===== config.mk =====
export PLATFORM = sky130hd
export DESIGN_NAME = menu_logo_overlay_flat
export DESIGN_NICKNAME = d
export VERILOG_FILES = /design/src/rtl/menu_logo_overlay_if.sv /design/src/rtl/menu_logo_overlay.sv /design/src/flat_wrapper.sv
export SDC_FILE = /design/constraint.sdc
export NUM_CORES = 1
export LEC_CHECK = 0
export BUFFER_PORTS_ARGS = -buffer_cell sky130_fd_sc_hd__buf_2
export CAP_MARGIN = 5
export CORE_UTILIZATION = 50
export CTS_BUF_LIST = sky130_fd_sc_hd__clkbuf_4
export DETAILED_ROUTE_END_ITERATION = 10
export HOLD_SLACK_MARGIN = 0.02
export PLACE_DENSITY = 0.88
export SLEW_MARGIN = 20
export SYNTH_ARGS = -nofsm -noshare
export SYNTH_HDL_FRONTEND = slang
export SYNTH_SLANG_ARGS = --single-unit

===== constraint.sdc =====
create_clock -name clk -period 2.5 [get_ports clk]
set_input_delay 0.25 -clock clk [delete_from_list [all_inputs] [get_ports clk]]
set_output_delay 0.25 -clock clk [all_outputs]
set_load 0.01 [all_outputs]

===== src/rtl/menu_logo_overlay_if.sv =====
// VGA stream bundle shared by the pipeline stages: timing counters, syncs, blanking and colour.
`timescale 1ns / 1ps

interface vga_if;
  logic [10:0] hcount;
  logic [10:0] vcount;
  logic        hsync;
  logic        vsync;
  logic        hblnk;
  logic        vblnk;
  logic [11:0] rgb;

  modport sink (
    input hcount,
    input vcount,
    input hsync,
    input vsync,
    input hblnk,
    input vblnk,
    input rgb
  );

  modport source (
    output hcount,
    output vcount,
    output hsync,
    output vsync,
    output hblnk,
    output vblnk,
    output rgb
  );
endinterface


===== src/rtl/menu_logo_overlay.sv =====
// Title-screen logo layer: fetches a scaled logo from a synchronous ROM, 2-clk latency.
// Build option MENU_LOGO_TRANSPARENT_EN: ROM value 12'h000 inside the logo is transparent.
`timescale 1ns / 1ps

module menu_logo_overlay #(
  parameter int unsigned IMG_WIDTH  = 256,
  parameter int unsigned IMG_HEIGHT = 48,
  parameter int unsigned IMG_X      = 256,
  parameter int unsigned IMG_Y      = 128,
  parameter int unsigned SCALE      = 2,
  parameter int unsigned ADDR_BITS  = 14,
  parameter logic [11:0] BG_COLOR   = 12'h000
) (
  input  logic                 clk,
  input  logic                 rst,
  input  logic                 start_game,
  input  logic [11:0]          rgb_pixel,
  output logic [ADDR_BITS-1:0] pixel_addr,
  vga_if.sink                  in,
  vga_if.source                out
);

  localparam int unsigned ScaleShift = (SCALE >= 4) ? 2 : (SCALE >= 2) ? 1 : 0;
  localparam logic [10:0] XLo = 11'(IMG_X);
  localparam logic [10:0] XHi = 11'(IMG_X + IMG_WIDTH * SCALE);
  localparam logic [10:0] YLo = 11'(IMG_Y);
  localparam logic [10:0] YHi = 11'(IMG_Y + IMG_HEIGHT * SCALE);

  // What stage 2 puts on out.rgb; the ROM word arrives only after the stage-2 edge,
  // so the choice is registered and the final mux sits behind it.
  typedef enum logic [1:0] {
    SelBlack,
    SelPass,
    SelRom,
    SelBg
  } sel_e;

  // Stage 1
  logic [10:0]          hcount1_q, vcount1_q;
  logic                 hsync1_q, vsync1_q, hblnk1_q, vblnk1_q;
  logic [11:0]          rgb1_q;
  logic                 start1_q;
  logic                 inwin1_q;
  logic [ADDR_BITS-1:0] pixel_addr_q;

  // Stage 2
  logic [10:0]          hcount2_q, vcount2_q;
  logic                 hsync2_q, vsync2_q, hblnk2_q, vblnk2_q;
  logic [11:0]          rgb2_q;
  sel_e                 sel2_q;

  logic                 inwin_d;
  logic [10:0]          dx, dy;
  logic [10:0]          col, row;
  logic [ADDR_BITS-1:0] pixel_addr_d;
  sel_e                 sel_d;
  logic [11:0]          rgb_out;

  // Window test and ROM address for the incoming pixel.
  always_comb begin
    inwin_d = (in.hcount >= XLo) && (in.hcount < XHi) &&
              (in.vcount >= YLo) && (in.vcount < YHi);
    dx = '0;
    dy = '0;
    if (inwin_d) begin
      dx = in.hcount - XLo;
      dy = in.vcount - YLo;
    end
    col = dx >> ScaleShift;
    row = dy >> ScaleShift;
    pixel_addr_d = '0;
    if (inwin_d) begin
      pixel_addr_d = ADDR_BITS'(row) * ADDR_BITS'(IMG_WIDTH) + ADDR_BITS'(col);
    end
  end

  always_comb begin
    sel_d = SelBg;
    if (hblnk1_q || vblnk1_q) begin
      sel_d = SelBlack;
    end else if (start1_q) begin
      sel_d = SelPass;
    end else if (inwin1_q) begin
      sel_d = SelRom;
    end
  end

  always_ff @(posedge clk or negedge rst) begin
    if (!rst) begin
      hcount1_q    <= '0;
      vcount1_q    <= '0;
      hsync1_q     <= 1'b0;
      vsync1_q     <= 1'b0;
      hblnk1_q     <= 1'b0;
      vblnk1_q     <= 1'b0;
      rgb1_q       <= '0;
      start1_q     <= 1'b0;
      inwin1_q     <= 1'b0;
      pixel_addr_q <= '0;
      hcount2_q    <= '0;
      vcount2_q    <= '0;
      hsync2_q     <= 1'b0;
      vsync2_q     <= 1'b0;
      hblnk2_q     <= 1'b0;
      vblnk2_q     <= 1'b0;
      rgb2_q       <= '0;
      sel2_q       <= SelBlack;
    end else begin
      hcount1_q    <= in.hcount;
      vcount1_q    <= in.vcount;
      hsync1_q     <= in.hsync;
      vsync1_q     <= in.vsync;
      hblnk1_q     <= in.hblnk;
      vblnk1_q     <= in.vblnk;
      rgb1_q       <= in.rgb;
      start1_q     <= start_game;
      inwin1_q     <= inwin_d;
      pixel_addr_q <= pixel_addr_d;
      hcount2_q    <= hcount1_q;
      vcount2_q    <= vcount1_q;
      hsync2_q     <= hsync1_q;
      vsync2_q     <= vsync1_q;
      hblnk2_q     <= hblnk1_q;
      vblnk2_q     <= vblnk1_q;
      rgb2_q       <= rgb1_q;
      sel2_q       <= sel_d;
    end
  end

  always_comb begin
    rgb_out = 12'h000;
    unique case (sel2_q)
      SelBlack: rgb_out = 12'h000;
      SelPass:  rgb_out = rgb2_q;
`ifdef MENU_LOGO_TRANSPARENT_EN
      SelRom:   rgb_out = (rgb_pixel == 12'h000) ? BG_COLOR : rgb_pixel;
`else
      SelRom:   rgb_out = rgb_pixel;
`endif
      SelBg:    rgb_out = BG_COLOR;
    endcase
  end

  assign pixel_addr = pixel_addr_q;
  assign out.hcount = hcount2_q;
  assign out.vcount = vcount2_q;
  assign out.hsync  = hsync2_q;
  assign out.vsync  = vsync2_q;
  assign out.hblnk  = hblnk2_q;
  assign out.vblnk  = vblnk2_q;
  assign out.rgb    = rgb_out;

endmodule


===== src/flat_wrapper.sv =====
// flat-port wrapper written by rule: the top's interface ports become plain ports
module menu_logo_overlay_flat 
#(
  parameter int unsigned IMG_WIDTH  = 256,
  parameter int unsigned IMG_HEIGHT = 48,
  parameter int unsigned IMG_X      = 256,
  parameter int unsigned IMG_Y      = 128,
  parameter int unsigned SCALE      = 2,
  parameter int unsigned ADDR_BITS  = 14,
  parameter logic [11:0] BG_COLOR   = 12'h000
)
  (clk, rst, start_game, rgb_pixel, pixel_addr, in_hcount, in_vcount, in_hsync, in_vsync, in_hblnk, in_vblnk, in_rgb, out_hcount, out_vcount, out_hsync, out_vsync, out_hblnk, out_vblnk, out_rgb);
  vga_if in_i ();
  vga_if out_i ();
  input  logic clk;
  input  logic rst;
  input  logic start_game;
  input  logic [11:0] rgb_pixel;
  output logic [ADDR_BITS-1:0] pixel_addr;
  input wire logic [$bits(in_i.hcount)-1:0] in_hcount;
  input wire logic [$bits(in_i.vcount)-1:0] in_vcount;
  input wire logic [$bits(in_i.hsync)-1:0] in_hsync;
  input wire logic [$bits(in_i.vsync)-1:0] in_vsync;
  input wire logic [$bits(in_i.hblnk)-1:0] in_hblnk;
  input wire logic [$bits(in_i.vblnk)-1:0] in_vblnk;
  input wire logic [$bits(in_i.rgb)-1:0] in_rgb;
  output wire logic [$bits(out_i.hcount)-1:0] out_hcount;
  output wire logic [$bits(out_i.vcount)-1:0] out_vcount;
  output wire logic [$bits(out_i.hsync)-1:0] out_hsync;
  output wire logic [$bits(out_i.vsync)-1:0] out_vsync;
  output wire logic [$bits(out_i.hblnk)-1:0] out_hblnk;
  output wire logic [$bits(out_i.vblnk)-1:0] out_vblnk;
  output wire logic [$bits(out_i.rgb)-1:0] out_rgb;
  assign in_i.hcount = in_hcount;
  assign in_i.vcount = in_vcount;
  assign in_i.hsync = in_hsync;
  assign in_i.vsync = in_vsync;
  assign in_i.hblnk = in_hblnk;
  assign in_i.vblnk = in_vblnk;
  assign in_i.rgb = in_rgb;
  assign out_hcount = out_i.hcount;
  assign out_vcount = out_i.vcount;
  assign out_hsync = out_i.hsync;
  assign out_vsync = out_i.vsync;
  assign out_hblnk = out_i.hblnk;
  assign out_vblnk = out_i.vblnk;
  assign out_rgb = out_i.rgb;
  menu_logo_overlay #(.IMG_WIDTH(IMG_WIDTH), .IMG_HEIGHT(IMG_HEIGHT), .IMG_X(IMG_X), .IMG_Y(IMG_Y), .SCALE(SCALE), .ADDR_BITS(ADDR_BITS), .BG_COLOR(BG_COLOR)) u_core (.clk(clk), .rst(rst), .start_game(start_game), .rgb_pixel(rgb_pixel), .pixel_addr(pixel_addr), .in(in_i), .out(out_i));
endmodule

==> results.cfg <==
[global_route]
antenna_found_initial = 0
overflow = 0
grt_pass1_wl_um = 9250
grt.total_usage_pct = 20.6
grt_pass1_vias = 1970
grt_max_degree = 53

[place]
gp_congestion = 0.815
placement.cell_area_um2 = 3600
dp.final_hpwl_um = 3710
dp_slack_ns = -0.185
place_inst = 347
io_buffer_count = 104

[timing]
setup_viol = 0
drv_slew = 0
tightest_slew_ns = 0.750
period_needed_ns = 2.42
max_freq_ghz = 0.413
min_period_over_period_pct = 96.9
skew_ns = 0.0133
max_slew_margin_pct = 49.9
hold_viol = 0
layout_setup_ws_ns = 0.0774

[setup_path]
cp_top_family = simple AND/OR/NAND/NOR gates
reg2reg_depth = 1
crit_end = u_core.pixel_addr[12]
worst_setup_path_start_kind = primary input
path_max_fanout = 6
path_cells = dlygate4sd3_1 > buf_2 > a211oi_4 > nand2_4 > nor4_1 > ha_2 > inv_1 > fa_2 > nand3b_1 > xor2_1 > nor3_1
path_depth = 11
crit_required_ns = 2.84
r2r_slack_ns = 1.78
critPathBufInv = 3
max_stage_delay_ns = 0.53
cp-startpoint = in_hcount[10]
reg2reg_from = u_core.vblnk1_q
critPathKind = primary input to flop
r2r_end = u_core.sel2_q[0]
worstPathArrival_ns = 2.76
crit_path_end_kind = flop
crit_slowest_cell = dlygate4sd3_1

[layout]
fin_cells = 403
nets = 384
syn2layout_area_growth_pct = 43.2
layout_commonest_cell = buf_2
final_cell_mix = buf_2 (102), dfrtp_1 (94), dlygate4sd3_1 (38)
fin_area_um2 = 4180
utilization_pct = 75.0
register_area_um2 = 2350
fillCellCount = 338
multi_input_area_um2 = 557
antenna_cells = 0
drive_above_1_share_pct = 44.4

[detailed_routing]
dr.pass1.iters = 4
via_per_inst = 4.68
avgRoutedWirePerCell_um = 14.2
routed_wirelength_um = 5720
drtAntennaViolNets = 0
via_count = 1886
drt_iter0_drc = 75
drc = 0

[floorplanning]
dieArea_um2 = 6150
core_area_um2 = 5570
pin_count = 105
start_util_pct = 52.4
rows = 27
die_w_um = 78.4
fp.dieH_um = 78.4

[job]
max_cap_violations = 0

[synthesis]
synth_cells = 165
syn-mean-instance-area_um2 = 17.7
synth_seq_cells = 94
synth_top_family_by_area = simple AND/OR/NAND/NOR gates
synthSimpleGateAreaFrac_pct = 8.14
synth_fp_nets = 223
synthXorXnorAreaFrac_pct = 0.900
yosysSeqAreaShare_pct = 80.6
synth_adder_area_share_pct = 2.40
synth_cell_types = 31
synth_compound_area_share_pct = 5.96
ys_warn_count = 0
synth_mux_area_share_pct = 0
syn_area_um2 = 2920

[power]
vdd_ir_drop_max_mv = 0.406
p_leak_nw = 2.08
powerDensity_nw_per_um2 = 632

[clock_tree]
clk_latency_ns = 0.39
cts_buffers = 9
clk_pin_slew_ns = 0.14
cts_tree = done
htreeDepth = 3
clock_sinks = 94
max-clock-path-buffers = 2
root_buffer = clkbuf_4

[worst_hold_path]
hp-start = in_hcount[1]
hold_class = primary input to flop

[status]
outcome = finished, final reports clean
==> state kept, by name (all words and copies together), names as in the netlist <==
register / cells
u_core.inwin1_q: 1
u_core.out.hsync: 1
u_core.pixel_addr: 14
u_core.rgb1_q: 12
u_core.out.hblnk: 1
u_core.rgb2_q: 12
u_core.start1_q: 1
u_core.hsync1_q: 1
u_core.out.vsync: 1
u_core.out.hcount: 11
u_core.sel2_q: 2
u_core.hcount1_q: 11
u_core.vsync1_q: 1
u_core.out.vblnk: 1
u_core.vblnk1_q: 1
u_core.out.vcount: 11
u_core.hblnk1_q: 1
u_core.vcount1_q: 11
==> worst min path at each step <==
stage	endpoint	slack, ns	cells after the start
floorplan	u_core.hblnk1_q	-0.05	0
finish	u_core.pixel_addr[0]	0.11	2
detailed placement	u_core.pixel_addr[6]	0.31	1
global route	u_core.pixel_addr[0]	0.08	2
global placement	u_core.vcount1_q[1]	0.29	1
CTS	u_core.hcount1_q[9]	0.08	2
==> synth_stat cells <==
cell type	instances	area share [%]
a311oi_1	1	0.30
nand2_4	1	0.39
nor4_1	2	0.43
clkbuf_1	2	0.26
xor2_1	2	0.60
nor2_1	2	0.26
a211oi_1	1	0.26
or3b_1	1	0.30
nand2_1	1	0.13
a21oi_1	1	0.17
nand3b_4	1	0.69
or3_1	2	0.43
ha_1	4	1.7
nor3_1	7	1.2
dfrtp_1	94	81
nand3b_1	1	0.26
nand3_1	1	0.17
or4b_1	1	0.34
fa_1	1	0.69
a211oi_2	1	0.43
inv_1	5	0.64
buf_2	2	0.34
nor2b_1	2	0.43
nor3b_1	4	1.0
xnor2_1	1	0.30
a211oi_4	1	0.69
nor4b_1	7	2.1
a22o_1	12	3.6
buf_6	2	0.77
o21ai_0	1	0.17
o21ba_2	1	0.34
==> metal layers <==
layer  global-route usage [%]  share of wire (%)
met1                     25.4                 42
met2                     36.4                 53
met3                     3.49                4.2
met4                     7.78               0.89
met5                        0                  0
==> repair_timing <==
| item | in CTS | in global routing |
|---|---|---|
| hold buffers | 38 | 0 |
| gates resized for setup | 0 | 9 |
| endpoints found under the setup margin | 0 | 3 |
| buffers inserted | 0 | 3 |
| endpoints found under the hold margin | 87 | 0 |
==> kinds of logic after synthesis <==
logic type / after synthesis
AOI/OAI and AO/OA: 19
xor gates and xnor gates: 3
adders and majority gates: 5
buffers and inverters: 11
DFF: 94
and+or+nand+nor: 33
==> cell type report <==
cell class	instances	area share (%)
Tap cell	72	2.16
Timing Repair Buffer	156	24.5
Clock buffer	12	2.16
Multi-Input combinational cell	60	13.3
Clock inverter	4	1.14
Inverter	5	0.449
Sequential cell	94	56.3
==> per-stage QoR <==
| step | power [W] | setup TNS [ns] | hold slack (ns) |
|---|---|---|---|
| finish | 0.00264 | 0 | 0.108 |
| global route | 0.00276 | -0.0491 | 0.0817 |
| CTS | 0.00265 | 0 | 0.0765 |
| detailed placement | 0.00183 | -0.410 | 0.306 |
| global placement | 0.00182 | -0.0688 | 0.294 |
| floorplan | 0.00169 | 0 | -0.0456 |
==> where the power goes <==
group	switching, W	internal, W	total (W)	leakage (nW)
combinational	0.000122	0.000128	0.000250	0.865
sequential	0.0000178	0.00158	0.00160	1.13
clock	0.000453	0.000338	0.000791	0.0789
Power figures use the tool's default switching activity.
